<file path="config.mk">
export PLATFORM = sky130hd
export DESIGN_NAME = channel_mux
export DESIGN_NICKNAME = d
export VERILOG_FILES = /design/src/rtl/channel_mux.sv
export SDC_FILE = /design/constraint.sdc
export NUM_CORES = 1
export LEC_CHECK = 0
export CORE_MARGIN = 3
export CORE_UTILIZATION = 57
export CTS_BUF_LIST = sky130_fd_sc_hd__clkbuf_4 sky130_fd_sc_hd__clkbuf_8
export DETAILED_ROUTE_END_ITERATION = 8
export GPL_TIMING_DRIVEN = 0
export PLACE_DENSITY = 0.89
export SLEW_MARGIN = 10
export SYNTH_ARGS = -nofsm -noshare
export SYNTH_HDL_FRONTEND = slang
export SYNTH_SLANG_ARGS = --single-unit
</file>
<file path="constraint.sdc">
create_clock -name clk_i -period 8.5 [get_ports clk_i]
set_clock_uncertainty 0.05 [all_clocks]
set_input_delay 1.275 -clock clk_i [delete_from_list [all_inputs] [get_ports clk_i]]
set_output_delay 1.275 -clock clk_i [all_outputs]
set_load 0.05 [all_outputs]
</file>
<file path="src/rtl/channel_mux.sv">
// Round-robin N:1 stream merger with a single registered output beat.
// Channel requests are granted fairly starting from the channel after the last winner.
module channel_mux #(
    parameter int DATA_WIDTH  = 4,
    parameter int SEL_WIDTH   = 3,
    parameter int INPUT_WIDTH = 5
) (
    input  logic                   clk_i,
    input  logic                   rst_i,
    input  logic [DATA_WIDTH-1:0]  data_i [INPUT_WIDTH],
    input  logic [INPUT_WIDTH-1:0] valid_i,
    output logic [INPUT_WIDTH-1:0] ready_o,
    output logic [DATA_WIDTH-1:0]  data_o,
    output logic [SEL_WIDTH-1:0]   sel_o,
    output logic                   valid_o,
    input  logic                   ready_i
);

    localparam logic [SEL_WIDTH:0]   NUM_CH  = (SEL_WIDTH+1)'(INPUT_WIDTH);
    localparam logic [SEL_WIDTH-1:0] LAST_CH = SEL_WIDTH'(INPUT_WIDTH - 1);

    logic [SEL_WIDTH-1:0] ptr;
    logic                 out_free;
    logic                 grant_any;
    logic [SEL_WIDTH-1:0] grant_idx;
    logic [SEL_WIDTH:0]   cand;
    logic                 grant_fire;

    assign out_free   = !valid_o || ready_i;
    assign grant_fire = !rst_i && out_free && grant_any;

    // Search ptr, ptr+1, ... modulo the channel count; the extra bit on cand
    // keeps the wrap arithmetic exact when ptr + offset passes INPUT_WIDTH.
    always_comb begin
        grant_any = 1'b0;
        grant_idx = '0;
        cand      = '0;
        for (int i = 0; i < INPUT_WIDTH; i++) begin
            cand = {1'b0, ptr} + (SEL_WIDTH+1)'(i);
            if (cand >= NUM_CH) begin
                cand = cand - NUM_CH;
            end
            if (!grant_any && valid_i[cand[SEL_WIDTH-1:0]]) begin
                grant_any = 1'b1;
                grant_idx = cand[SEL_WIDTH-1:0];
            end
        end
    end

    always_comb begin
        ready_o = '0;
        if (grant_fire) begin
            ready_o[grant_idx] = 1'b1;
        end
    end

    // A consumed beat with nothing to replace it just drops valid; data and
    // sel keep their last values so a stalled consumer sees no glitches.
    always_ff @(posedge clk_i) begin
        if (rst_i) begin
            valid_o <= 1'b0;
            data_o  <= '0;
            sel_o   <= '0;
            ptr     <= '0;
        end else if (grant_fire) begin
            valid_o <= 1'b1;
            data_o  <= data_i[grant_idx];
            sel_o   <= grant_idx;
            ptr     <= (grant_idx == LAST_CH) ? '0 : grant_idx + 1'b1;
        end else if (ready_i) begin
            valid_o <= 1'b0;
        end
    end

endmodule

</file>
==> parameters.txt <==
Parameter                              Value

Drt
  Via density per instance    6.59
  Post-Route WL    6.08 mm
  Per-cell routed wire length    18.4 µm
  Initial DRT Pass Iterations    5
  DRC violations left    0
  Number of vias after detailed routing    2182
  DRT antenna net count    0
  Detailed router's first-iteration violation count    199

Global routing
  Number of global-route vias before repair    2048
  First-pass GRT wire length    10.0 mm
  Global router's overall resource usage    0.311
  Largest net degree at the start of global routing    12
  Number of antenna violations at the first check in global routing    0
  Total congestion overflow    0

Finish
  Number of antenna repair diodes    0
  Number of nets in the final layout    325
  Layout overhead on the synthesized area    25.4%
  Fraction of final layout cells sized beyond drive strength 1    0.108

Floorplan
  Width of the die    63.3 µm
  I/O pin cnt    41
  # rows    20
  Starting density of the core    0.604
  Vertical die dimension    63.3 µm
  Core Area    3100 µm²
  Die Footprint    4010 µm²

Timing
  Period Utilization, post-route    0.834
  Worst relative slew slack    0.374
  Max-slew violation count    0
  Fin. Hold Viols    0
  Transition time at the pin with the least slew margin    0.925 ns
  Minimum clock period    7.09 ns
  Final-report setup violation count    0
  Fin Setup TNS    0 ns
  Unrepaired setup endpoints after global routing    false
  Maximum clock frequency    141 MHz

Clock network
  Number of buffers created by CTS    3
  Total number of clock tree sinks    11
  Setup repair bufs after CTS    0
  Post-CTS clock slew at the launch and capture registers of the worst setup and hold paths    0.07 ns
  Worst-Skew Late Latency    0.28 ns
  TritonCTS clock tree    done
  Clock Root Buffer    sky130_fd_sc_hd__clkbuf_4
  Resize count post-CTS    0
  Deepest level of the CTS H-tree    1
  Clock tree buffer depth    2
  Hold buffer count at CTS    0

Synthesis
  Area leader, netlist    sky130_fd_sc_hd__dfxtp_1
  Most used flip-flop cell after synthesis    sky130_fd_sc_hd__dfxtp_1
  Avg Inst Size Synth    7.68 µm²
  Count of flip-flops with a built-in enable after synthesis    0
  Number of warnings reported in the yosys synthesis log    0
  Area share of the leading cell type in the synthesized netlist    0.118
  Proportion of register bits with asynchronous set or reset after synthesis    0
  Cell types with the highest counts after synthesis    16 x sky130_fd_sc_hd__nand2_1, 16 x sky130_fd_sc_hd__o21ai_0, 14 x sky130_fd_sc_hd__nor2_1, 12 x sky130_fd_sc_hd__nand2b_1
  Yosys cell types    63
  Mapped Area    1870 µm²
  Largest cells by area after synthesis    sky130_fd_sc_hd__dfxtp_1 12%, sky130_fd_sc_hd__ha_1 5.3%, sky130_fd_sc_hd__o211ai_1 4.4%
  Fraction of the yosys area taken by sequential cells    0.118
  Post-synthesis instance total    244
  Syn nets    281
  Post-synthesis register bit count    11

Placed design
  Gp weighted congestion    0.968
  Count of input and output buffers    39
  HPWL after DPL    4.83 mm

Setup path
  Element type at the critical path start    register
  Critical path data arrival time    5.76 ns
  Launching point of the worst reg2reg path    ptr[0]$_SDFFE_PP0P_
  Data required, critical path    7.17 ns
  Setup CP Type    register to output pin
  Nature of the critical path endpoint    output pin
  Largest fanout on the critical path    11
  Critical Path Source    ptr[0]$_SDFFE_PP0P_

Min path
  Worst min path class    register to register
  Worst hold path startpoint    sel_o[0]$_SDFFE_PP0P_

Job
  Max-cap violations    0

Outcome
  Result of the run    completed
-- critical path, stage by stage, from the launching register on --
cell and delay [ns]:
sky130_fd_sc_hd__dfxtp_1 0.36, sky130_fd_sc_hd__buf_6 0.16, sky130_fd_sc_hd__inv_1 0.06, sky130_fd_sc_hd__clkbuf_1 0.49
sky130_fd_sc_hd__ha_1 0.29, sky130_fd_sc_hd__inv_1 0.06, sky130_fd_sc_hd__fa_1 0.58, sky130_fd_sc_hd__mux2_2 0.37
sky130_fd_sc_hd__nand3_1 0.08, sky130_fd_sc_hd__a221oi_1 0.09, sky130_fd_sc_hd__o21ai_1 0.43, sky130_fd_sc_hd__nor4b_4 0.42
sky130_fd_sc_hd__o211ai_1 0.13, sky130_fd_sc_hd__a21boi_0 0.21, sky130_fd_sc_hd__a211oi_1 0.70, sky130_fd_sc_hd__and2_1 0.24
sky130_fd_sc_hd__clkdlybuf4s50_1 0.81
-- sequential cells by signal (all words and copies together), names as in the netlist --
register / cells
sel_o: 3
ptr: 3
valid_o: 1
data_o: 4
-- final timing paths --
kind                                          endpoint  slack [ns]  depth (start not counted)
worst max-delay path                        ready_o[0]        1.41                         16
worst min-delay path             sel_o[0]$_SDFFE_PP0P_        0.42                          1
worst max register to register  data_o[0]$_SDFFE_PP0P_        3.38                         16
worst min register to register   sel_o[0]$_SDFFE_PP0P_        0.42                          1
-- layout by cell type, fill, tap and decap left out, types with 2 or more instances in the layout --
cell type	instances
sky130_fd_sc_hd__a211o_1	2
sky130_fd_sc_hd__a211oi_1	4
sky130_fd_sc_hd__a21boi_0	6
sky130_fd_sc_hd__a21oi_1	8
sky130_fd_sc_hd__a221oi_1	4
sky130_fd_sc_hd__a22oi_1	5
sky130_fd_sc_hd__a2bb2oi_1	2
sky130_fd_sc_hd__a31oi_1	2
sky130_fd_sc_hd__a41oi_1	2
sky130_fd_sc_hd__and2_1	5
sky130_fd_sc_hd__and3_1	5
sky130_fd_sc_hd__and4_1	2
sky130_fd_sc_hd__buf_2	9
sky130_fd_sc_hd__buf_6	2
sky130_fd_sc_hd__clkbuf_1	2
sky130_fd_sc_hd__clkbuf_4	4
sky130_fd_sc_hd__clkdlybuf4s50_1	39
sky130_fd_sc_hd__dfxtp_1	11
sky130_fd_sc_hd__ha_1	8
sky130_fd_sc_hd__inv_1	11
sky130_fd_sc_hd__mux2_2	4
sky130_fd_sc_hd__mux2i_1	8
sky130_fd_sc_hd__mux4_2	2
sky130_fd_sc_hd__nand2_1	16
sky130_fd_sc_hd__nand2b_1	12
sky130_fd_sc_hd__nand3_1	9
sky130_fd_sc_hd__nand3b_1	6
sky130_fd_sc_hd__nand4_1	3
sky130_fd_sc_hd__nor2_1	14
sky130_fd_sc_hd__nor2b_1	6
sky130_fd_sc_hd__nor3_1	6
sky130_fd_sc_hd__o211ai_1	11
sky130_fd_sc_hd__o21ai_0	16
sky130_fd_sc_hd__o21ai_1	2
sky130_fd_sc_hd__o21bai_1	2
sky130_fd_sc_hd__o22ai_1	2
sky130_fd_sc_hd__or3_1	2
sky130_fd_sc_hd__or4_1	2
sky130_fd_sc_hd__xnor2_1	5
-- metal layers --
layer / part of all wire / vias to the layer above / GRT usage
met5: 0 / - / 0
met4: 0.017 / 0 / 0.0916
met3: 0.093 / 15 / 0.0410
met2: 0.45 / 134 / 0.468
met1: 0.44 / 1007 / 0.457
li1: - / 1026 / -
-- cells by family (layout without fill, tap and decap cells) --
| logic type | count (synthesis) | after routing | share of synthesized area |
|---|---|---|---|
| AOI/OAI and AO/OA | 84 | 84 | 0.341 |
| xor gates and xnor gates | 6 | 6 | 0.0281 |
| adders and majority gates | 9 | 9 | 0.0641 |
| buffers and inverters | 24 | 67 | 0.0621 |
| DFF | 11 | 11 | 0.118 |
| muxes | 14 | 14 | 0.0908 |
| and+or+nand+nor | 96 | 96 | 0.297 |
-- per-stage QoR --
stage | util | instance area [µm²] | setup slack (ns) | hold WS, ns | cells
5_1_grt | 0.757 | 2350 | 1.03 | 0.443 | 331
6_report | 0.757 | 2350 | 1.41 | 0.418 | 331
2_1_floorplan | - | 1870 | 2.77 | 0.649 | 244
4_1_cts | 0.757 | 2350 | 1.49 | 0.416 | 331
3_5_place_dp | 0.747 | 2320 | 1.81 | 0.403 | 327
3_3_place_gp | 0.747 | 2320 | 1.82 | 0.384 | 327
-- layout make-up --
type | count | area, µm²
inverters | 11 | 41.3
multi-input cells | 209 | 1540
clock buffers | 4 | 30.0
plain buffers | 13 | 75.1
fillers | 259 | 754
repair buffers | 39 | 390
well taps | 44 | 55.1
flip-flops and latches | 11 | 220
Power is not shown: default switching activity piles up to over one toggle a cycle in this logic, so the estimate is an artifact.
==> edit 1: new RTL, same settings <==
Make the reset (`rst_i`) asynchronous in one clocked block.
--- a/src/rtl/channel_mux.sv
+++ b/src/rtl/channel_mux.sv
@@ -56,7 +56,7 @@
 
     // A consumed beat with nothing to replace it just drops valid; data and
     // sel keep their last values so a stalled consumer sees no glitches.
-    always_ff @(posedge clk_i) begin
+    always_ff @(posedge clk_i or posedge rst_i) begin
         if (rst_i) begin
             valid_o <= 1'b0;
             data_o  <= '0;
Formal check against the unedited RTL: differs if rst_i is asserted again (counterexample within 4 cycles, from zero or initial values and one cycle with rst_i high); with rst_i held inactive, the same outputs for 10 cycles.
==> edit 1 against the unedited design <==
  * Cell count up 3.9%
  * Synthesized area up 12%
  * Worst setup slack gained 0.66 ns
  * Highest routed layer unchanged
  * Sequential cell count stayed put
  * Via count rose by 4.2%
  * Routed wire length fell by 2.9%
  * Largest cell class unchanged
  * Die area is 11% higher
  * Final area up 10%
Power is not shown: default switching activity piles up to over one toggle a cycle in this logic, so the estimate is an artifact.
==> edit 1: results (changes against the unedited design) <==
| Metric | Value |
|---|---|
| Status | complete, no violations (unchanged) |
| R2R setup slack | 4.31 ns (was 3.38 ns) |
| Synth top cells by count | 19 x nand3_1, 19 x o21ai_0, 14 x a21oi_1, 14 x nand2_1, 11 x dfrtp_1 (was 16 x nand2_1, 16 x o21ai_0, 14 x nor2_1) |
| Antenna violations before repair | 0 (unchanged) |
| Slowest cell delay on critical path | 0.83 ns (was 0.81 ns) |
| All-Layer GR Usage | 0.275 (was 0.311) |
| Largest net degree at the start of global routing | 13 (was 12) |
| Hpwl dp | 4670 um (was 4830 um) |
| Dominant synthesized flop cell | dfrtp_1 (was dfxtp_1) |
| Number of port buffers | 39 (unchanged) |
| Syn Area/Cell | 8.22 um2 (was 7.68 um2) |
| Fraction of layout cells with a size suffix above 1 | 0.161 (was 0.108) |
| CP Max Fanout | 10 (was 11) |
| Vias in the first global route | 1986 (was 2048) |
| Fillcell total | 265 (was 259) |
| Distinct cells, synth | 76 (was 63) |
| Via density | 6.61 (was 6.59) |
| First-pass GRT wire length | 9630 um (was 10000 um) |
| Sequential area share after synthesis | 0.131 (was 0.118) |
| FFs w/ async S/R, synth | 1.00 (was 0) |
| Tcrit/Tclk final | 0.756 (was 0.834) |
| Hold WS | 0.432 ns (was 0.418 ns) |
| Worst rel slew slack | 0.420 (was 0.374) |
| CTS Root Cell | clkbuf_8 (was clkbuf_4) |
| Clk slew on worst S/H paths | 0.04 ns (was 0.07 ns) |
| Placer Congestion | 0.909 (was 0.968) |
| Main area contributors after synthesis | dfrtp_1 13%, ha_1 4.8%, nand3_1 4.5% (was dfxtp_1 12%, ha_1 5.3%, o211ai_1 4.4%) |
| Drt wl/cell | 17.2 um (was 18.4 um) |
==> edit 1: worst min-delay path: stages, from the launching register on <==
cell	delay (ns)
dfrtp_1	0.33
nand2_1	0.04
o21ai_0	0.07
==> edit 1: cells by family after synthesis <==
logic type	Yosys count	share of synthesized area
AND/OR/NAND/NOR	101	0.292
AO/OA/AOI/OAI	95	0.371
buffers and inverters	24	0.0639
multiplexers	12	0.0716
flip-flops	11	0.131
adder cells (fa/ha/maj)	9	0.0573
XOR/XNOR	3	0.0125
==> edit 1: layer usage <==
metal / up-vias / GRT usage / part of all wire
met5: - / 0 / 0
met3: 7 / 0.0438 / 0.085
met2: 109 / 0.439 / 0.47
li1: 1093 / - / -
met1: 1065 / 0.392 / 0.44
met4: 0 / 0.0457 / 0.0078
==> edit 1: cell type report <==
class                      instances  area [um2]  area share
multi-input combinational        220        1690       0.651
inverter                           8        30.0      0.0116
tap                               46        57.6      0.0222
clock buffer                       4        48.8      0.0188
sequential                        11         275       0.106
timing repair buffer              39         390       0.151
buffer                            16         104      0.0401
==> edit 1: worst paths after layout <==
path / cells past startpoint / from / endpoint
worst min register to register: 2 / sel_o[1]$_DFFE_PP0P_ / sel_o[1]$_DFFE_PP0P_
worst max register to register: 15 / ptr[0]$_DFFE_PP0P_ / data_o[1]$_DFFE_PP0P_
max in group asynchronous: 2 / rst_i / valid_o$_DFFE_PP0P_
worst min-delay path: 2 / sel_o[1]$_DFFE_PP0P_ / sel_o[1]$_DFFE_PP0P_
min in group asynchronous: 2 / rst_i / sel_o[0]$_DFFE_PP0P_
worst max-delay path: 11 / valid_i[2] / ready_o[1]
==> edit 1: metrics by stage <==
| step | util | area, um2 |
|---|---|---|
| global route | 0.753 | 2590 |
| CTS | 0.753 | 2590 |
| finish | 0.753 | 2590 |
| floorplan | - | 2100 |
| detailed placement | 0.739 | 2540 |
| global placement | 0.739 | 2540 |
==> edit 2: new RTL, same flow settings <==
Without the edit above. `SEL_WIDTH`: 3 -> 4.
--- a/src/rtl/channel_mux.sv
+++ b/src/rtl/channel_mux.sv
@@ -2,7 +2,7 @@
 // Channel requests are granted fairly starting from the channel after the last winner.
 module channel_mux #(
     parameter int DATA_WIDTH  = 4,
-    parameter int SEL_WIDTH   = 3,
+    parameter int SEL_WIDTH   = 4,
     parameter int INPUT_WIDTH = 5
 ) (
     input  logic                   clk_i,
Interface: changed (resized sel_o); port bits go from 41 to 42. The function was not compared with the original's and may differ.
==> edit 2 against the unedited design <==
  * Worst setup slack gained 0.26 ns
  * Final area up 27%
  * Synthesized area rose by 33%
  * Via count up 22%
  * Non-clock buffer count up 7
  * Largest cell class unchanged
  * Routed wire length grew 23%
  * Sequential cell count rose by 2
==> edit 2: results (changes against the unedited design) <==
| Metric | Value |
|---|---|
| Worst Hold Path EP | sel_o[3]$_SDFFE_PP0P_ (was sel_o[0]$_SDFFE_PP0P_) |
| Starting DRT DRC Count | 366 (was 199) |
| Fraction of layout cells with a size suffix above 1 | 0.133 (was 0.108) |
| Hold WS | 0.406 ns (was 0.418 ns) |
| CP Max Fanout | 10 (was 11) |
| P_leak | 1.15 nW |
| Critical Path Sink | ready_o[1] (was ready_o[0]) |
| Register area | 260 um2 (was 220 um2) |
| Drt wl/cell | 18.2 um (was 18.4 um) |
| Main area contributors after synthesis | dfxtp_1 10%, ha_1 8.1%, nand2_1 5.1% (was dfxtp_1 12%, ha_1 5.3%, o211ai_1 4.4%) |
| Placer Congestion | 1.02 (was 0.968) |
| R2R setup slack | 3.84 ns (was 3.38 ns) |
| First-pass GRT wire length | 12200 um (was 10000 um) |
| Vias in the first global route | 2492 (was 2048) |
| Fillcell total | 342 (was 259) |
| Distinct cells, synth | 74 (was 63) |
| Syn Nets | 361 (was 281) |
| Top Registers | data_o (4), ptr (4), sel_o (4) (was data_o (4), ptr (3), sel_o (3)) |
| Syn Area/Cell | 7.84 um2 (was 7.68 um2) |
| Tcrit/Tclk final | 0.803 (was 0.834) |
| Worst rel slew slack | 0.443 (was 0.374) |
| R2R cell count | 14 (was 16) |
| Worst-skew pair later-pin latency | 0.25 ns (was 0.28 ns) |
| Sequential area share after synthesis | 0.105 (was 0.118) |
| Clk slew on worst S/H paths | 0.05 ns (was 0.07 ns) |
| Worst r2r src | ptr[1]$_SDFFE_PP0P_ (was ptr[0]$_SDFFE_PP0P_) |
| CTS Root Cell | clkbuf_8 (was clkbuf_4) |
| Worst Hold Depth | 2 (was 1) |
| Setup bufs post-CTS | 0 (unchanged) |
| Critical path arrival | 5.50 ns (was 5.76 ns) |
| All-Layer GR Usage | 0.296 (was 0.311) |
| Dpl ws | 2.01 ns (was 1.81 ns) |
| Via density | 6.50 (was 6.59) |
| FFs w/ async S/R, synth | 0 (unchanged) |
| Placed insts | 406 (was 327) |
| Post-DP Area | 2940 um2 (was 2320 um2) |
| Synth top cells by count | 34 x nand2_1, 25 x nor2_1, 16 x ha_1 (was 16 x nand2_1, 16 x o21ai_0, 14 x nor2_1) |
| Hold Path Origin | sel_o[3]$_SDFFE_PP0P_ (was sel_o[0]$_SDFFE_PP0P_) |
| Largest net degree at the start of global routing | 12 (unchanged) |
| Status | complete, no violations (unchanged) |
==> edit 2: routing by layer <==
metal,part of all wire,global-route usage,vias up
li1,-,-,1277
met1,0.42,0.369,1254
met2,0.48,0.493,112
met3,0.060,0.0388,21
met4,0.040,0.163,0
met5,0,0,-
==> edit 2: cells by family after synthesis <==
logic type                 share of synthesized area
AOI/OAI and AO/OA                              0.324
xor gates and xnor gates                      0.0710
adders and majority gates                     0.0805
buffers and inverters                         0.0700
DFF                                            0.105
muxes                                          0.108
and+or+nand+nor                                0.242
==> edit 2: worst max-delay path: cells and delay by family (launching register included) <==
kind,cells,cell delay (ns)
simple gates,3,0.49
fa+ha+maj,1,0.39
mux,1,0.37
compound gates,4,1.69
buf+inv,4,1.80
flops,1,0.50
==> edit 2: cell type report <==
type / instances / area share
plain buffers: 20 / 0.0431
multi-input cells: 272 / 0.687
clock buffers: 4 / 0.0163
flip-flops and latches: 13 / 0.0871
inverters: 12 / 0.0151
repair buffers: 39 / 0.131
well taps: 50 / 0.0209
